<file path="config.mk">
export PLATFORM = sky130hd
export DESIGN_NAME = tile_collider
export DESIGN_NICKNAME = d
export VERILOG_FILES = /design/src/rtl/collider_pkg.sv /design/src/rtl/tile_is_solid.sv /design/src/rtl/tile_collider.sv
export SDC_FILE = /design/constraint.sdc
export NUM_CORES = 1
export LEC_CHECK = 0
export CAP_MARGIN = 25
export CORE_ASPECT_RATIO = 1.1
export CORE_MARGIN = 4
export CORE_UTILIZATION = 40
export DETAILED_ROUTE_END_ITERATION = 6
export HOLD_SLACK_MARGIN = 0.08
export PLACE_DENSITY_LB_ADDON = 0.1
export REMOVE_ABC_BUFFERS = 1
export SLEW_MARGIN = 30
export SYNTH_ARGS = -nofsm -noshare
export SYNTH_HDL_FRONTEND = slang
export SYNTH_SLANG_ARGS = --single-unit
</file>
<file path="constraint.sdc">
create_clock -name Clk -period 25.4 [get_ports Clk]
set_input_delay 5.08 -clock Clk [delete_from_list [all_inputs] [get_ports Clk]]
set_output_delay 5.08 -clock Clk [all_outputs]
set_load 0.02 [all_outputs]
</file>
<file path="src/rtl/collider_pkg.sv">
// collider_pkg: tile codes, ray directions and FSM states
// shared by tile_collider and tile_is_solid.
package collider_pkg;

   localparam int TILE_EMPTY    = 0;
   localparam int TILE_SOLID    = 1;
   localparam int TILE_PLATFORM = 2;

   typedef enum logic [1:0] {
      LEFT,
      RIGHT,
      UP,
      DOWN
   } ray_dir_t;

   typedef enum logic [2:0] {
      S_IDLE,
      S_LATCH,
      S_READ,
      S_CHECK,
      S_DONE
   } state_t;

endpackage

</file>
<file path="src/rtl/tile_is_solid.sv">
// tile_is_solid: per-visit collision decode of a tile code.
// COLLIDER_ONEWAY_EN makes platforms solid for the down ray only.
module tile_is_solid
   import collider_pkg::*;
#(
   parameter int CODE_W = 4
) (
   input  logic [CODE_W-1:0] code_i,
   input  ray_dir_t          dir_i,
   input  logic              in_map_i,
   output logic              solid_o
);

   logic is_solid;
   logic is_plat;

   assign is_solid = (code_i == CODE_W'(TILE_SOLID));
   assign is_plat  = (code_i == CODE_W'(TILE_PLATFORM));

`ifdef COLLIDER_ONEWAY_EN
   assign solid_o = !in_map_i || is_solid ||
                    (is_plat && (dir_i == DOWN));
`else
   logic unused_dir;
   assign unused_dir = ^dir_i;
   assign solid_o = !in_map_i || is_solid || is_plat;
`endif

endmodule

</file>
<file path="src/rtl/tile_collider.sv">
// tile_collider: ray-casts the tile map around each player and
// commits X/Y limits atomically. Optional: COLLIDER_ONEWAY_EN.
module tile_collider
   import collider_pkg::*;
#(
   parameter int N_PLAYERS  = 2,
   parameter int COORD_W    = 10,
   parameter int TILE_LOG2  = 4,
   parameter int MAP_COLS   = 40,
   parameter int MAP_ROWS   = 30,
   parameter int PW         = 32,
   parameter int PH         = 48,
   parameter int SCAN_TILES = 4,
   parameter int CODE_W     = 4,
   parameter int X_MIN_DEF  = 0,
   parameter int X_MAX_DEF  = 608,
   parameter int Y_MIN_DEF  = 0,
   parameter int Y_MAX_DEF  = 432
) (
   input  logic                         Clk,
   input  logic                         Reset_n,
   input  logic                         start,
   input  logic [N_PLAYERS*COORD_W-1:0] player_X_Pos,
   input  logic [N_PLAYERS*COORD_W-1:0] player_Y_Pos,
   output logic [$clog2(MAP_COLS*MAP_ROWS)-1:0] map_addr,
   input  logic [CODE_W-1:0]            map_data,
   output logic                         busy,
   output logic                         done,
   output logic [N_PLAYERS*COORD_W-1:0] player_X_Min,
   output logic [N_PLAYERS*COORD_W-1:0] player_X_Max,
   output logic [N_PLAYERS*COORD_W-1:0] player_Y_Min,
   output logic [N_PLAYERS*COORD_W-1:0] player_Y_Max
);

   localparam int AW  = $clog2(MAP_COLS*MAP_ROWS);
   localparam int SW  = COORD_W + 2;
   localparam int TW  = COORD_W - TILE_LOG2 + 2;
   localparam int PIW = (N_PLAYERS > 1) ? $clog2(N_PLAYERS) : 1;
   localparam int SCW = (SCAN_TILES > 1) ? $clog2(SCAN_TILES) : 1;

   localparam logic signed [TW-1:0] T_ONE  = TW'(1);
   localparam logic signed [TW-1:0] T_ZERO = TW'(0);
   localparam logic signed [TW-1:0] COLS_T = TW'(MAP_COLS);
   localparam logic signed [TW-1:0] ROWS_T = TW'(MAP_ROWS);
   localparam logic [TW-1:0]        U_ONE  = TW'(1);

   localparam logic [SW-1:0]        PW_M1 = SW'(PW - 1);
   localparam logic [SW-1:0]        PH_M1 = SW'(PH - 1);
   localparam logic signed [SW-1:0] PW_S  = SW'(PW);
   localparam logic signed [SW-1:0] PH_S  = SW'(PH);
   localparam logic signed [SW-1:0] S_ONE = SW'(1);

   localparam logic [AW-1:0]      COLS_A  = AW'(MAP_COLS);
   localparam logic [SCW-1:0]     SC_LAST = SCW'(SCAN_TILES - 1);
   localparam logic [PIW-1:0]     P_LAST  = PIW'(N_PLAYERS - 1);
   localparam logic [COORD_W-1:0] XMIN_V  = COORD_W'(X_MIN_DEF);
   localparam logic [COORD_W-1:0] XMAX_V  = COORD_W'(X_MAX_DEF);
   localparam logic [COORD_W-1:0] YMIN_V  = COORD_W'(Y_MIN_DEF);
   localparam logic [COORD_W-1:0] YMAX_V  = COORD_W'(Y_MAX_DEF);

   typedef struct packed {
      logic signed [TW-1:0] c0;
      logic signed [TW-1:0] c1;
      logic signed [TW-1:0] r0;
      logic signed [TW-1:0] r1;
   } box_t;

   typedef struct packed {
      logic signed [TW-1:0] col;
      logic signed [TW-1:0] row;
   } tile_t;

   function automatic box_t box_of(
      input logic [COORD_W-1:0] x,
      input logic [COORD_W-1:0] y
   );
      box_t          b;
      logic [SW-1:0] xe;
      logic [SW-1:0] ye;
      xe   = SW'(x);
      ye   = SW'(y);
      b.c0 = TW'(xe >> TILE_LOG2);
      b.c1 = TW'((xe + PW_M1) >> TILE_LOG2);
      b.r0 = TW'(ye >> TILE_LOG2);
      b.r1 = TW'((ye + PH_M1) >> TILE_LOG2);
      return b;
   endfunction

   function automatic tile_t tile_of(
      input box_t           b,
      input ray_dir_t       d,
      input logic [SCW-1:0] s,
      input logic [TW-1:0]  j
   );
      tile_t                t;
      logic signed [TW-1:0] ss;
      logic signed [TW-1:0] jj;
      ss = $signed(TW'(s));
      jj = $signed(j);
      t  = '0;
      unique case (d)
         LEFT: begin
            t.col = b.c0 - T_ONE - ss;
            t.row = b.r0 + jj;
         end
         RIGHT: begin
            t.col = b.c1 + T_ONE + ss;
            t.row = b.r0 + jj;
         end
         UP: begin
            t.col = b.c0 + jj;
            t.row = b.r0 - T_ONE - ss;
         end
         DOWN: begin
            t.col = b.c0 + jj;
            t.row = b.r1 + T_ONE + ss;
         end
      endcase
      return t;
   endfunction

   state_t               state_q;
   logic [COORD_W-1:0]   xq [N_PLAYERS];
   logic [COORD_W-1:0]   yq [N_PLAYERS];
   logic [PIW-1:0]       p_q, p_d;
   ray_dir_t             d_q, d_d;
   logic [SCW-1:0]       s_q, s_d;
   logic [TW-1:0]        j_q, j_d;
   logic signed [TW-1:0] col_q, row_q;
   logic                 inmap_q;

   logic [COORD_W-1:0]   xmin_s [N_PLAYERS];
   logic [COORD_W-1:0]   xmax_s [N_PLAYERS];
   logic [COORD_W-1:0]   ymin_s [N_PLAYERS];
   logic [COORD_W-1:0]   ymax_s [N_PLAYERS];

   box_t                 bq, bn;
   tile_t                nxt;
   logic                 nxt_in;
   logic [AW-1:0]        addr_d;
   logic [TW-1:0]        span;
   logic                 solid, ray_end, last_ray;
   logic signed [SW-1:0] hv, ce, re;
   logic [COORD_W-1:0]   res;
   logic                 unused_hv;

   tile_is_solid #(
      .CODE_W(CODE_W)
   ) u_solid (
      .code_i  (map_data),
      .dir_i   (d_q),
      .in_map_i(inmap_q),
      .solid_o (solid)
   );

   // Cursor advance; the next tile address is ready for READ.
   always_comb begin
      bq = box_of(xq[p_q], yq[p_q]);
      if (d_q == LEFT || d_q == RIGHT)
         span = bq.r1 - bq.r0 + T_ONE;
      else
         span = bq.c1 - bq.c0 + T_ONE;
      last_ray = (p_q == P_LAST) && (d_q == DOWN);
      ray_end  = solid ||
                 ((j_q == span - U_ONE) && (s_q == SC_LAST));
      p_d = p_q;
      d_d = d_q;
      s_d = s_q;
      j_d = j_q;
      if (state_q != S_CHECK) begin
         p_d = '0;
         d_d = LEFT;
         s_d = '0;
         j_d = '0;
      end else if (ray_end) begin
         s_d = '0;
         j_d = '0;
         unique case (d_q)
            LEFT:  d_d = RIGHT;
            RIGHT: d_d = UP;
            UP:    d_d = DOWN;
            DOWN: begin
               d_d = LEFT;
               if (!last_ray)
                  p_d = p_q + PIW'(1);
            end
         endcase
      end else if (j_q == span - U_ONE) begin
         s_d = s_q + SCW'(1);
         j_d = '0;
      end else begin
         j_d = j_q + U_ONE;
      end
      bn     = box_of(xq[p_d], yq[p_d]);
      nxt    = tile_of(bn, d_d, s_d, j_d);
      nxt_in = (nxt.col >= T_ZERO) && (nxt.col < COLS_T) &&
               (nxt.row >= T_ZERO) && (nxt.row < ROWS_T);
      if (nxt_in)
         addr_d = AW'($unsigned(nxt.row)) * COLS_A +
                  AW'($unsigned(nxt.col));
      else
         addr_d = '0;
   end

   always_comb begin
      ce = {{(SW-TW){col_q[TW-1]}}, col_q};
      re = {{(SW-TW){row_q[TW-1]}}, row_q};
      hv = '0;
      unique case (d_q)
         LEFT:  hv = (ce + S_ONE) <<< TILE_LOG2;
         RIGHT: hv = (ce <<< TILE_LOG2) - PW_S;
         UP:    hv = (re + S_ONE) <<< TILE_LOG2;
         DOWN:  hv = (re <<< TILE_LOG2) - PH_S;
      endcase
      unused_hv = hv[COORD_W];
      res = '0;
      if (solid) begin
         res = hv[SW-1] ? '0 : hv[COORD_W-1:0];
      end else begin
         unique case (d_q)
            LEFT:  res = XMIN_V;
            RIGHT: res = XMAX_V;
            UP:    res = YMIN_V;
            DOWN:  res = YMAX_V;
         endcase
      end
   end

   always_ff @(posedge Clk or negedge Reset_n) begin
      if (!Reset_n) begin
         state_q      <= S_IDLE;
         busy         <= 1'b0;
         done         <= 1'b0;
         map_addr     <= '0;
         p_q          <= '0;
         d_q          <= LEFT;
         s_q          <= '0;
         j_q          <= '0;
         col_q        <= '0;
         row_q        <= '0;
         inmap_q      <= 1'b0;
         player_X_Min <= {N_PLAYERS{XMIN_V}};
         player_X_Max <= {N_PLAYERS{XMAX_V}};
         player_Y_Min <= {N_PLAYERS{YMIN_V}};
         player_Y_Max <= {N_PLAYERS{YMAX_V}};
         for (int p = 0; p < N_PLAYERS; p++) begin
            xq[p]     <= '0;
            yq[p]     <= '0;
            xmin_s[p] <= XMIN_V;
            xmax_s[p] <= XMAX_V;
            ymin_s[p] <= YMIN_V;
            ymax_s[p] <= YMAX_V;
         end
      end else begin
         done <= 1'b0;
         unique case (state_q)
            S_IDLE: begin
               if (start) begin
                  for (int p = 0; p < N_PLAYERS; p++) begin
                     xq[p] <= player_X_Pos[p*COORD_W +: COORD_W];
                     yq[p] <= player_Y_Pos[p*COORD_W +: COORD_W];
                  end
                  state_q <= S_LATCH;
               end
            end
            S_LATCH: begin
               busy     <= 1'b1;
               p_q      <= p_d;
               d_q      <= d_d;
               s_q      <= s_d;
               j_q      <= j_d;
               col_q    <= nxt.col;
               row_q    <= nxt.row;
               inmap_q  <= nxt_in;
               map_addr <= addr_d;
               state_q  <= S_READ;
            end
            S_READ: begin
               state_q <= S_CHECK;
            end
            S_CHECK: begin
               if (ray_end) begin
                  unique case (d_q)
                     LEFT:  xmin_s[p_q] <= res;
                     RIGHT: xmax_s[p_q] <= res;
                     UP:    ymin_s[p_q] <= res;
                     DOWN:  ymax_s[p_q] <= res;
                  endcase
               end
               if (ray_end && last_ray) begin
                  state_q <= S_DONE;
               end else begin
                  p_q      <= p_d;
                  d_q      <= d_d;
                  s_q      <= s_d;
                  j_q      <= j_d;
                  col_q    <= nxt.col;
                  row_q    <= nxt.row;
                  inmap_q  <= nxt_in;
                  map_addr <= addr_d;
                  state_q  <= S_READ;
               end
            end
            S_DONE: begin
               busy <= 1'b0;
               done <= 1'b1;
               for (int p = 0; p < N_PLAYERS; p++) begin
                  player_X_Min[p*COORD_W +: COORD_W] <= xmin_s[p];
                  player_X_Max[p*COORD_W +: COORD_W] <= xmax_s[p];
                  player_Y_Min[p*COORD_W +: COORD_W] <= ymin_s[p];
                  player_Y_Max[p*COORD_W +: COORD_W] <= ymax_s[p];
               end
               state_q <= S_IDLE;
            end
            default: state_q <= S_IDLE;
         endcase
      end
   end

endmodule
</file>
# Yosys cells after proc, flatten, opt, wreduce, memory -nomap -nowiden
# Index checks and enable logic that the tools add are counted.
op_classes:
  add_sub_neg: 27
  n_mul: 1
  order_cmp: 7
  n_eq_ne: 17
  muxes: 59
  bitwise_logic: 2
  n_reduce_logical: 24
op_table:
  columns: ["op", "n"]
  rows:
  - ["$mux 10", 15]
  - ["$bwmux 20", 4]
  - ["$pmux 16 s4", 1]
  - ["$mux 8", 7]
  - ["$pmux 12 s4", 1]
  - ["$pmux 8 s2", 3]
  - ["$add 8x2->8 const B", 4]
  - ["$pmux 10 s3", 1]
  - ["$sub 12x7->12 const B", 2]
  - ["$add 10x5->11 const B", 2]
  - ["$add 10x6->11 const B", 2]
  - ["$mux 11", 2]
  - ["$pmux 11 s2", 1]
  - ["$add 7x1->8 const B", 2]
  - ["$add 7x8->8", 2]
  - ["$add 8x3->8", 2]
  - ["$ge 8x1->1 const B", 2]
  - ["$sub 7x3->8", 2]
  - ["$sub 7x6->8", 2]
  - ["$mux 2", 7]
  - ["$sub 6x1->7 const B", 2]
  - ["$pmux 3 s4", 1]
  - ["$reduce_and 3->1", 4]
  - ["$add 11x8->11", 1]
  - ["other kinds (34)", 65]
word_totals:
  reg_bits: 246
  input_bits: 47
  out_inout_bits: 93
  elab_cells: 164

# Longest topological paths before layout
# Gate-level depths: netlist (run 1).
logic_depth:
  ltp_word: 29
  mapped_depth: 41
  ltp_nobuf: 37

# Hierarchy
# Synthesis (run 1) repeated with hierarchy kept, for this count alone.
hier_totals:
  cells_unflattened: 1322
  hier_area_um2: 12832.3
modules_own_cells:
  columns: ["mod", "instances", "cells_per_inst", "area_per_inst_um2", "seq_area_each_um2"]
  rows:
  - ["tile_collider", 1, 1320, 12811.0, 4589.4]
  - ["tile_is_solid", 1, 2, 21.3, 0.0]

# Worst setup path after synthesis (run 1)
# No wires, ideal clock.
synth_path:
  path_type: "input to register"
  start: "input port map_data[0]"
  end: "register map_addr[10]"
  setup_ns: 0.104
  arrival_ns: 10.822
  setup_slack_ns: 14.475
  cell_stages: 27
  n_path_buf: 2
  cell_sequence: "xnor2_1 o31a_1 nand2b_1 and2_1 clkbuf_1 nor2_1 clkbuf_1 mux2i_1 nor3_1 a211o_1 ha_1 a21o_1 maj3_1 mux2i_1 xnor2_1 a221oi_1 inv_1 ha_1 ha_1 fa_1 ha_1 a21oi_1 nor3b_1 xnor2_1 xnor2_1 nand2_1 o41ai_2"
synth_rtl:
  columns: ["item", "line", "text"]
  rows:
  - ["start: declaration", "tile_collider.sv:26", "input logic [CODE_W-1:0] map_data,"]
  - ["end signal: assignment", "tile_collider.sv:275", "map_addr <= addr_d;"]
  - ["end signal: assignment", "tile_collider.sv:300", "map_addr <= addr_d;"]
  - ["end: declaration", "tile_collider.sv:25", "output logic [$clog2(MAP_COLS*MAP_ROWS)-1:0] map_addr,"]

==> results.md, run 1 <==
* Hpwl dp at around 24 mm
* Largest area contributor in the netlist: dfrtp_1
* Boundary pin count at 140
* Max-Cap Viols at 0
* Via/cell ratio at 5.28
* Post-synth top flop: dfrtp_1
* Skew final at 0.0252 ns
* Initial Util at 0.408
* R2R cell count at 35
* Final GP Congestion at 0.884
* Most numerous cell in the Yosys netlist: dfrtp_1
* Global-route wire length before repair at a little over 50 mm
* DR iter-0 viols at approximately 590
* TritonCTS Buffers at 17
* CP Class: in2reg
* Die width at between 150 and 200 um
* Initial antenna violation count at 0
* DRC Markers at 0
* Root Driver: clkbuf_16
* Die Y-Extent at 193 um
* Core area at 30700 um2
* IO Port Bufs at 107
* Synth async-reset ratio at 1.00
* Largest net degree at the start of global routing at about 110
* Vias at 9299
* DR WL/cell at 17.8 um
* Top post-synthesis cells by area: dfrtp_1 31%, mux2_2 11%, ha_1 7.8%, dfstp_2 5.9%, xnor2_1 4.6%
* Setup TNS at 0 ns
* #FFs+latches synth at 182
* Netlist cell types at 95
* Post-CTS Setup Bufs at 0
* Synthesized cell area at 12500 um2
* Layout cells sized above 1 at 0.187
* Total Nets Final at 1468
* Vias in the first global route at 9138
* Mapped Cells at 1252
* Post-Route WL at around 31 mm
* YS warnings at 0
* Crit path time final at 11.25 ns
* FMAX at 88.9 MHz
* Post-synth EDFFs at 0
* Seq/Total Area, Yosys at 0.367
* Commonest cells post-synth: 154 x dfrtp_1, 121 x mux2_2, 111 x nand2_1
* Die area at about 34000 um2
* # setup viols final at 0
* Tightest Pin Transition at 0.940 ns
* Max Slew Vio Count at 0
* Share of the synthesized area in the top cell type at 0.308
* Hold/Removal Path Class: reg2reg
* Unrepaired setup endpoints after global routing: false
* Hold Fails Final Rpt at 0
* Finished Cell Area at ~14000 um2
* Hold path depth at 2
* Pre-antenna DRT Iters at 6
* CP required at about 26 ns
* Crit Path Max Fanout at 26
* Global router's overall resource usage at 0.185
* Fin crit share at 0.443
* CP Capture Type: flip-flop
* Outcome: complete, no violations
* Clock Sinks at ~180
* CTS tree: yes
* Num rows at 67
* Crit path arrival time at 11.58 ns
* Clk Latency, worst-skew pair at 0.45 ns
* Global route overflow at 0
* CTS H-tree lvls at 4
* Area Growth Syn to Fin at 15.9%
* Clock slew at reported path FFs at roughly 0.08 ns
* Placed cell area at 13900 um2
* Antenna Violating Nets Remaining at 0
* Diode count at 0
* Startpoint Class: primary input
* Clk buf depth at 2
* Hold-fix buffers, CTS at 0
* Post-Syn Area per Cell at 9.99 um2
* Slew HR at 0.373
* CTS resizes at 0
## logic make-up after synthesis
kind of cell | after synthesis | share of synthesized area
AO/OA/AOI/OAI | 259 | 0.149
XOR/XNOR | 95 | 0.0688
adder cells (fa/ha/maj) | 94 | 0.0988
buffers and inverters | 142 | 0.0555
flip-flops | 182 | 0.367
multiplexers | 151 | 0.133
other | 1 | 0.000300
AND/OR/NAND/NOR | 328 | 0.127
## cell usage in the layout (no fill, tap or decap), drive strengths merged, types with 17 or more instances in the layout
cell type | Yosys | routed
nor2 | 88 | 88
mux2i | 29 | 29
clkbuf | 42 | 17
xor2 | 28 | 28
inv | 48 | 57
a21o | 24 | 24
ha | 78 | 78
dfstp | 28 | 28
nand2 | 112 | 112
clkdlybuf4s50 | 0 | 106
nor3 | 22 | 22
dfrtp | 154 | 154
xnor2 | 65 | 65
conb | 1 | 32
buf | 51 | 18
mux2 | 122 | 122
o21ai | 53 | 53
a21oi | 62 | 62
nand3 | 21 | 21
## path summary, 6_finish.rpt
path                             start                to  slack, ns
max                        map_data[0]      map_addr[10]      14.15
min                          xmin_s[5]         xmin_s[5]       0.48
max reg2reg                        p_q      map_addr[10]      15.33
min reg2reg                  xmin_s[5]         xmin_s[5]       0.48
max in group asynchronous      Reset_n          col_q[4]      19.53
min in group asynchronous      Reset_n  player_Y_Min[19]       4.54
## area by class of cell
type / instances / area (um2)
inverter: 49 / 184
multi-input combinational: 959 / 7380
tap: 414 / 518
timing repair buffer: 124 / 1230
fill: 2947 / 16200
clock buffer: 17 / 425
clock inverter: 15 / 178
sequential: 182 / 4590
## registers in the layout (all words and copies together) (netlist names), 2 cells and up
| signal | cells |
|---|---|
| xq | 20 |
| yq | 20 |
| player_X_Max | 12 |
| player_X_Min | 12 |
| player_Y_Max | 12 |
| player_Y_Min | 12 |
| xmax_s | 12 |
| xmin_s | 12 |
| ymax_s | 12 |
| ymin_s | 12 |
| map_addr | 11 |
| col_q | 8 |
| j_q | 8 |
| row_q | 8 |
| state_q | 3 |
| d_q | 2 |
| s_q | 2 |
## metrics by stage
step	util	worst slack, ns	hold slack, ns	std cells
floorplan	-	14.52	0.444	1190
global placement	0.451	13.72	0.458	1727
detailed placement	0.452	13.62	0.469	1727
CTS	0.471	14.08	0.487	1759
global route	0.473	13.78	0.502	1760
finish	0.473	14.15	0.481	1760
## per-layer routing
layer | vias up | GRT usage | routed length, um | share of wire
li1 | 4581 | - | - | -
met3 | 29 | 0.0244 | 1330 | 0.042
met2 | 203 | 0.295 | 14600 | 0.47
met4 | 0 | 0.0416 | 435 | 0.014
met5 | - | 0 | 0 | 0
met1 | 4486 | 0.269 | 15000 | 0.48
## worst max-delay path, stage by stage
cell,delay (ns)
clkdlybuf4s50_1,0.42
xnor2_1,0.15
o31a_1,0.24
buf_4,0.18
nand2b_1,0.13
nand2_1,0.12
nand2_1,0.09
buf_4,0.33
mux2i_1,0.45
nor3_1,0.11
a211o_1,0.32
ha_1,0.28
a21o_1,0.19
maj3_1,0.35
mux2i_1,0.18
xnor2_1,0.09
a221oi_1,0.45
inv_1,0.15
ha_1,0.31
ha_1,0.23
fa_1,0.44
ha_1,0.33
a21oi_1,0.10
nor3b_1,0.24
xnor2_1,0.18
xnor2_1,0.14
nand2_1,0.08
o41ai_2,0.19
Power of run 1 is left out: the tool's default activity adds up to more than one toggle a clock period on the data nets, which glitch-free logic cannot reach.
==> inputs of run 2 (changes only) <==
Clock period 25.4 ns to 10.3 ns, I/O delays scaled along.
==> results.md, run 2 (synthesis gave the netlist of run 1 again) <==
* Cells after DPL at 1737 (+0.58%)
* Global router's overall resource usage at 0.189 (+0.00406)
* Most common cell on crit path: ha_1
* IO Port Bufs at 107 (unchanged)
* Die width at 177 um (unchanged)
* Startpoint Class: flip-flop
* Global-route wire length before repair at 52.0 mm (+1.7%)
* Vias in the first global route at 9505 (+4.0%)
* Most frequent cells in the layout: 153 x dfrtp_1, 121 x mux2_2, 111 x nand2_1
* Die area at 34200 um2 (unchanged)
* Clock Sinks at 182 (unchanged)
* Antenna Violating Nets Remaining at 0 (unchanged)
* DR iter-0 viols at 508 (-14%)
* Max Slew Vio Count at 0 (unchanged)
* Hold Fails Final Rpt at 0 (unchanged)
* Total Nets Final at 1478 (+0.68%)
* CTS resizes at 0 (unchanged)
* # setup viols final at 0 (unchanged)
* Skew final at 0.0153 ns (-0.00991 ns)
* Setup TNS at 0 ns (unchanged)
* Hold-fix buffers, CTS at 0 (unchanged)
* Global route overflow at 0 (unchanged)
* Num rows at 67 (unchanged)
* Max-Cap Viols at 0 (unchanged)
* Final design utilization at 0.474 (+0.00151)
* Post-Route WL at 31.8 mm (+1.3%)
* Diode count at 0 (unchanged)
* Clk buf depth at 2 (unchanged)
* TritonCTS Buffers at 17 (unchanged)
* Crit Path Max Fanout at 5 (-81%)
* DRC Markers at 0 (unchanged)
* Area Growth Syn to Fin at 16.3%
* FMAX at 106 MHz
* Boundary pin count at 140 (unchanged)
* DR WL/cell at 18.0 um (+0.77%)
* Hold/Removal Path Class: reg2reg
* Clock slew at reported path FFs at 0.08 ns (about the same)
* CP max-delay cell: or4_1
* Commonest non-fill, non-tap cell in the layout: dfrtp_1
* CTS tree: yes
* Pre-antenna DRT Iters at 7 (+1)
* Initial antenna violation count at 0 (unchanged)
* Final GP Congestion at 0.875 (-1.0%)
* CP Capture Type: flip-flop
* Vias at 9411 (+1.2%)
* Initial Util at 0.408 (unchanged)
* FILL cells at 3017 (+2.4%)
* Post-Layout Cell Count at 1770 (+0.57%)
* Core area at 30700 um2 (unchanged)
* Fin crit share at 0.913
* Unrepaired setup endpoints after global routing: false
* Largest net degree at the start of global routing at 119 (+4.4%)
* Tightest Pin Transition at 0.907 ns (-0.0337 ns)
* CP Class: reg2reg
* Root Driver: clkbuf_16
* Hold WS at 0.479 ns (-0.00165 ns)
* Top Registers: xq: 20 flops, yq: 20 flops
* Crit path time final at 9.40 ns
* Hpwl dp at 24.7 mm (+4.2%)
* CP peak stage delay at 0.66 ns (+0.21 ns)
* Layout cells sized above 1 at 0.190 (+0.00304)
* Clk Latency, worst-skew pair at 0.44 ns (about the same)
* Outcome: complete, no violations
* Via/cell ratio at 5.32 (+0.63%)
* CTS H-tree lvls at 4 (unchanged)
* Post-CTS Setup Bufs at 0 (unchanged)
* CP required at 10.63 ns (-15.11 ns)
* Crit path arrival time at 9.73 ns (-1.85 ns)
* Die Y-Extent at 193 um (unchanged)
* Slew HR at 0.393 (+0.0196)
## run 2: changes by cell type in the layout (fill, tap and decap cells not counted), moves of 2 or more
cell,delta
buf_4,+11
clkbuf_1,+2
clkinv_2,+2
clkinv_4,+2
clkinv_8,-2
inv_6,-2
inv_8,-3
nor3b_1,+2
nor3b_2,-2
## run 2: area by class of cell
type | count | area [um2] | area share
clock buffers | 20 | 447 | 0.0307
clock inverters | 12 | 144 | 0.00989
inverters | 49 | 184 | 0.0126
multi-input cells | 959 | 7360 | 0.506
flip-flops and latches | 182 | 4590 | 0.316
well taps | 414 | 518 | 0.0356
repair buffers | 134 | 1300 | 0.0893
## run 2: final timing paths
kind / slack [ns] / from / depth (start not counted) / end
setup reg to reg: 0.90 / yq[3] / 36 / map_addr[10]
max in group asynchronous: 7.58 / Reset_n / 2 / ymax_s[16]
hold / removal: 0.48 / xmin_s[5] / 2 / xmin_s[5]
setup / recovery: 0.90 / yq[3] / 36 / map_addr[10]
hold reg to reg: 0.48 / xmin_s[5] / 2 / xmin_s[5]
min in group asynchronous: 1.53 / Reset_n / 1 / player_X_Min[14]
## run 2: worst max-delay path, delay by kind of cell (launching register included)
| kind | cells | cell delay [ns] |
|---|---|---|
| AO/OA/AOI/OAI | 9 | 2.65 |
| XOR/XNOR | 4 | 0.55 |
| adder cells (fa/ha/maj) | 8 | 2.60 |
| buffers and inverters | 3 | 0.40 |
| flip-flops | 1 | 0.37 |
| multiplexers | 2 | 0.40 |
| AND/OR/NAND/NOR | 10 | 2.28 |
## run 2: through the flow
step | setup slack, ns | cell area, um2
finish | 0.898 | 14500
detailed placement | 0.746 | 13900
floorplan | 1.04 | 12100
global route | 0.168 | 14500
global placement | 1.08 | 13900
CTS | 0.697 | 14500
## run 2: per-layer routing
layer | vias up | wire length (um) | global-route usage
met3 | 30 | 1040 | 0.0256
met2 | 189 | 15400 | 0.315
met4 | 0 | 601 | 0.0547
met5 | - | 0 | 0
met1 | 4603 | 14800 | 0.258
li1 | 4589 | - | -
Power of run 2 is left out for the same reason.
==> inputs of run 3 (changes only) <==
Settings changed: SYNTH_HIERARCHICAL from default to 1.
==> results.md, run 3 <==
* Die area at 35000 um2 (+2.5%)
* Total Nets Final at 1541 (+4.3%)
* Netlist cell types at 92 (-3.2%)
* Largest area contributor in the netlist: dfrtp_1
* Hold/Removal Path Class: reg2reg
* Outcome: complete, no violations
* Layout cells sized above 1 at 0.172 (-0.0182)
* Clock slew at reported path FFs at 0.08 ns (about the same)
* Initial Util at 0.408 (about the same)
* CP Class: reg2reg
* Reg-to-reg slack, setup at 0.79 ns (-0.10 ns)
* Crit path arrival time at 9.86 ns (+0.13 ns)
* # setup viols final at 0 (unchanged)
* Slew HR at 0.387 (-0.00552)
* Skew final at 0.0128 ns (-0.00244 ns)
* YS warnings at 6 (+6)
* Core area at 31500 um2 (+2.6%)
* Hold-fix buffers, CTS at 0 (unchanged)
* Top Registers: xq: 20 flops, yq: 20 flops
* TritonCTS Buffers at 17 (unchanged)
* CP peak stage delay at 0.68 ns (+0.02 ns)
* Vias in the first global route at 9756 (+2.6%)
* Post-synth EDFFs at 0 (unchanged)
* Top post-synthesis cells by area: dfrtp_1 30%, mux2_2 10%, ha_1 7.7%, dfstp_2 5.7%, xnor2_1 4.2%
* R2R cell count at 37 (+2.8%)
* Worst R2R End: map_addr[10]
* IO Port Bufs at 107 (unchanged)
* #FFs+latches synth at 182 (unchanged)
* Synthesized cell area at 12800 um2 (+2.6%)
* Most numerous cell in the Yosys netlist: dfrtp_1
* Global-route wire length before repair at 54.1 mm (+4.0%)
* Hpwl dp at 25.8 mm (+4.4%)
* Crit Path Max Fanout at 23 (+18)
* Initial antenna violation count at 0 (unchanged)
* Worst R2R Start: yq[1]
* Crit path time final at 9.51 ns (+0.104 ns)
* Largest net degree at the start of global routing at 83 (-30%)
* HP Start: map_addr[7]
* Max-Cap Viols at 0 (unchanged)
* Setup TNS at 0 ns (unchanged)
* Global router's overall resource usage at 0.195 (+0.00585)
* Antenna Violating Nets Remaining at 0 (unchanged)
* Clk buf depth at 2 (unchanged)
* CP required at 10.65 ns (+0.02 ns)
* Commonest non-fill, non-tap cell in the layout: dfrtp_1
* Most frequent cells in the layout: 154 x dfrtp_1, 125 x nand2_1, 119 x mux2_2
* DR WL/cell at 18.4 um (+2.4%)
* Post-CTS Setup Bufs at 0 (unchanged)
* Share of the synthesized area in the top cell type at 0.300 (-0.00778)
* Startpoint Class: flip-flop
* WHS Endpoint: map_addr[7]
* Vias at 9923 (+5.4%)
* Num rows at 68 (+1.5%)
* Pre-antenna DRT Iters at 5 (-2)
* Final GP Congestion at 0.904 (+3.2%)
* Root Driver: clkbuf_16
* DRC Markers at 0 (unchanged)
* Synth async-reset ratio at 1.00 (unchanged)
* Hold path depth at 2 (unchanged)
* Diode count at 0 (unchanged)
* Max Slew Vio Count at 0 (unchanged)
* Clock Sinks at 182 (unchanged)
* Commonest cells post-synth: 154 x dfrtp_1, 125 x nand2_1, 119 x mux2_2
* Mapped Cells at 1322 (+5.6%)
* Via/cell ratio at 5.40 (+1.5%)
* Seq/Total Area, Yosys at 0.358 (-0.00927)
* Hold Fails Final Rpt at 0 (unchanged)
* Unrepaired setup endpoints after global routing: false
* Die Y-Extent at 196 um (+1.2%)
* Fin crit share at 0.923 (+0.0101)
* Area Growth Syn to Fin at 15.2%
* Post-Route WL at 33.8 mm (+6.3%)
* CP Capture Type: flip-flop
* Boundary pin count at 140 (unchanged)
* Global route overflow at 0 (unchanged)
* CP max-delay cell: or4_1
* CTS H-tree lvls at 4 (unchanged)
* CTS tree: yes
* Clk Latency, worst-skew pair at 0.44 ns (about the same)
* Post-synth top flop: dfrtp_1
* Tightest Pin Transition at 0.894 ns (-0.0130 ns)
* DR iter-0 viols at 559 (+10%)
* Die width at 179 um (+1.2%)
* CTS resizes at 0 (unchanged)
* Post-Syn Area per Cell at 9.71 um2 (-2.8%)
* FMAX at 105 MHz (-1.1%)
run 3: routing by layer:
layer / up-vias / GRT usage / wire length [um]
met2: 263 / 0.326 / 16200
met5: - / 0 / 0
met4: 0 / 0.0463 / 556
met3: 40 / 0.0249 / 1490
li1: 4801 / - / -
met1: 4819 / 0.269 / 15500
run 3: logic make-up after synthesis:
family	Yosys count	synth area share
buf+inv	161	0.0602
other cells	1	0.000292
simple gates	367	0.138
fa+ha+maj	91	0.0942
xor+xnor	94	0.0684
flops	182	0.358
mux	157	0.135
compound gates	269	0.146
run 3: worst max-delay path by stage:
stage / start / end / slack, ns
2_1_floorplan: p_q / map_addr[10] / 0.71
3_3_place_gp: p_q / map_addr[10] / 0.97
3_5_place_dp: p_q / map_addr[10] / 0.86
4_1_cts: p_q / map_addr[10] / 0.85
5_1_grt: yq[1] / map_addr[10] / 0.11
6_report: yq[1] / map_addr[10] / 0.79
run 3: area by class of cell:
cell class / instances / area, um2
fillers: 3104 / 16700
multi-input cells: 1010 / 7600
flip-flops and latches: 182 / 4590
repair buffers: 132 / 1260
well taps: 420 / 526
clock buffers: 18 / 439
inverters: 62 / 233
clock inverters: 14 / 136
run 3: critical path, delay by kind of cell (launching register included):
family          cells  cell delay [ns]
xor+xnor            4             0.55
flops               1             0.38
buf+inv             3             0.44
fa+ha+maj           5             1.68
compound gates     16             4.03
simple gates        9             2.33
run 3: stage by stage:
stage / hold slack, ns / worst slack, ns / std cells / area [um2] / util
CTS: 0.484 / 0.845 / 1838 / 14800 / 0.470
global placement: 0.457 / 0.972 / 1806 / 14200 / 0.451
global route: 0.505 / 0.107 / 1838 / 14800 / 0.470
finish: 0.479 / 0.794 / 1838 / 14800 / 0.470
floorplan: 0.444 / 0.709 / 1254 / 12400 / -
detailed placement: 0.463 / 0.857 / 1806 / 14200 / 0.451
Power of run 3 is left out for the same reason.
==> edit (config.mk and constraints of run 2) <==
Reset style: synchronous (`Reset_n`), changed in one clocked block.
--- a/src/rtl/tile_collider.sv
+++ b/src/rtl/tile_collider.sv
@@ -227,5 +227,5 @@
    end
 
-   always_ff @(posedge Clk or negedge Reset_n) begin
+   always_ff @(posedge Clk) begin
       if (!Reset_n) begin
          state_q      <= S_IDLE;
Formal check against the unedited RTL: differs if Reset_n is asserted again (counterexample within 4 cycles, from zero or initial values and one cycle with Reset_n low); with Reset_n held inactive, the same outputs for 4 cycles.
==> edit against run 2 <==
Clock skew rose by 1.7 ps; utilization fell by 0.25 points; cell area fell by 4.4%; wire length fell by 3.6%; area after synthesis fell by 4.6%; worst setup slack got worse by 120 ps; fmax fell by 1.3%; sequential cell count rose by 1; non-clock buffer count rose by 1; critical path type unchanged; critical endpoint is now map_addr[10].
Power is left out: it rests on default switching activity, and per cell area and clock period it moved more than threefold.
==> edit: results (changes against run 2) <==
Status
  – Status: complete, no violations

Logic synthesis
  – Xor/xnor share of the synthesized area: 6.54% (-0.34 points)
  – Post-synthesis compound-gate area fraction: 16.9% (+2.1 points)
  – Top FF cell, synth: dfxtp_1
  – Most frequent cells after synthesis: 134 x nor2_1, 97 x nand2_1, 95 x dfxtp_1
  – Synth async-reset ratio: 0% (-100 points)
  – Multiplexer share of the synthesized area: 4.28% (-9.1 points)
  – Synth Area in Adders: 10.3% (+0.39 points)
  – Register area share after synthesis: 38.1% (+1.4 points)
  – EDFF count, synth: 88 (+88)
  – Avg Cell Area, Syn: 9.43 um^2 (-5.6%)

Layout
  – Nets: 1497 (+1.3%)
  – Layout fillers: 2854 (-5.4%)

Detailed routing
  – Detailed Route Iter0 Violations: 477 (-6.1%)
  – Vias per std cell: 5.35 (+0.64%)
  – First-pass DRT Iterations: 5 (-2)

Worst setup path
  – Crit path DAT: 9850 ps (+120 ps)
  – CP delay by family, top: adder cells
  – R2R setup slack: 770 ps (-120 ps)
  – Critical Path Sink: map_addr[10]

Timing
  – Clock skew: 17.0 ps (+1.73 ps)
  – Fmax achieved: 0.105 GHz (-1.3%)
  – Fin Hold WS: 438 ps (-41.2 ps)
  – Slew HR: 34.0% (-5.3 points)

Min path
  – HP Start: map_addr[2]

GRT
  – All-Layer GR Usage: 18.7% (-0.24 points)

Place
  – DP Area: 0.0133 mm^2 (-4.3%)
  – Routability cong.: 0.889 (+1.6%)
  – Cells after DPL: 1717 (-1.2%)
  – Detailed Place HPWL: 24000 um (-2.9%)
  – DP Worst Slack: 636 ps (-110 ps)
==> edit: cells by family after synthesis <==
logic type                 count (synthesis)
and+or+nand+nor                          424
AOI/OAI and AO/OA                        283
DFF                                      183
buffers and inverters                    146
adders and majority gates                 93
xor gates and xnor gates                  86
muxes                                     49
other                                      1
==> edit: metal layers <==
metal / routed length [um] / vias to the layer above / GRT usage [%]
met1: 13800 / 4376 / 23.9
met3: 1210 / 54 / 2.96
met2: 14800 / 229 / 32.1
met5: 0 / - / 0
li1: - / 4700 / -
met4: 839 / 0 / 6.82
==> edit: final cells by class <==
class / instances / area [um^2] / area share (%)
flip-flops and latches: 183 / 4550 / 32.7
well taps: 374 / 468 / 3.37
inverters: 58 / 218 / 1.57
multi-input cells: 967 / 6830 / 49.1
clock inverters: 11 / 87.6 / 0.630
repair buffers: 135 / 1280 / 9.22
clock buffers: 21 / 472 / 3.39
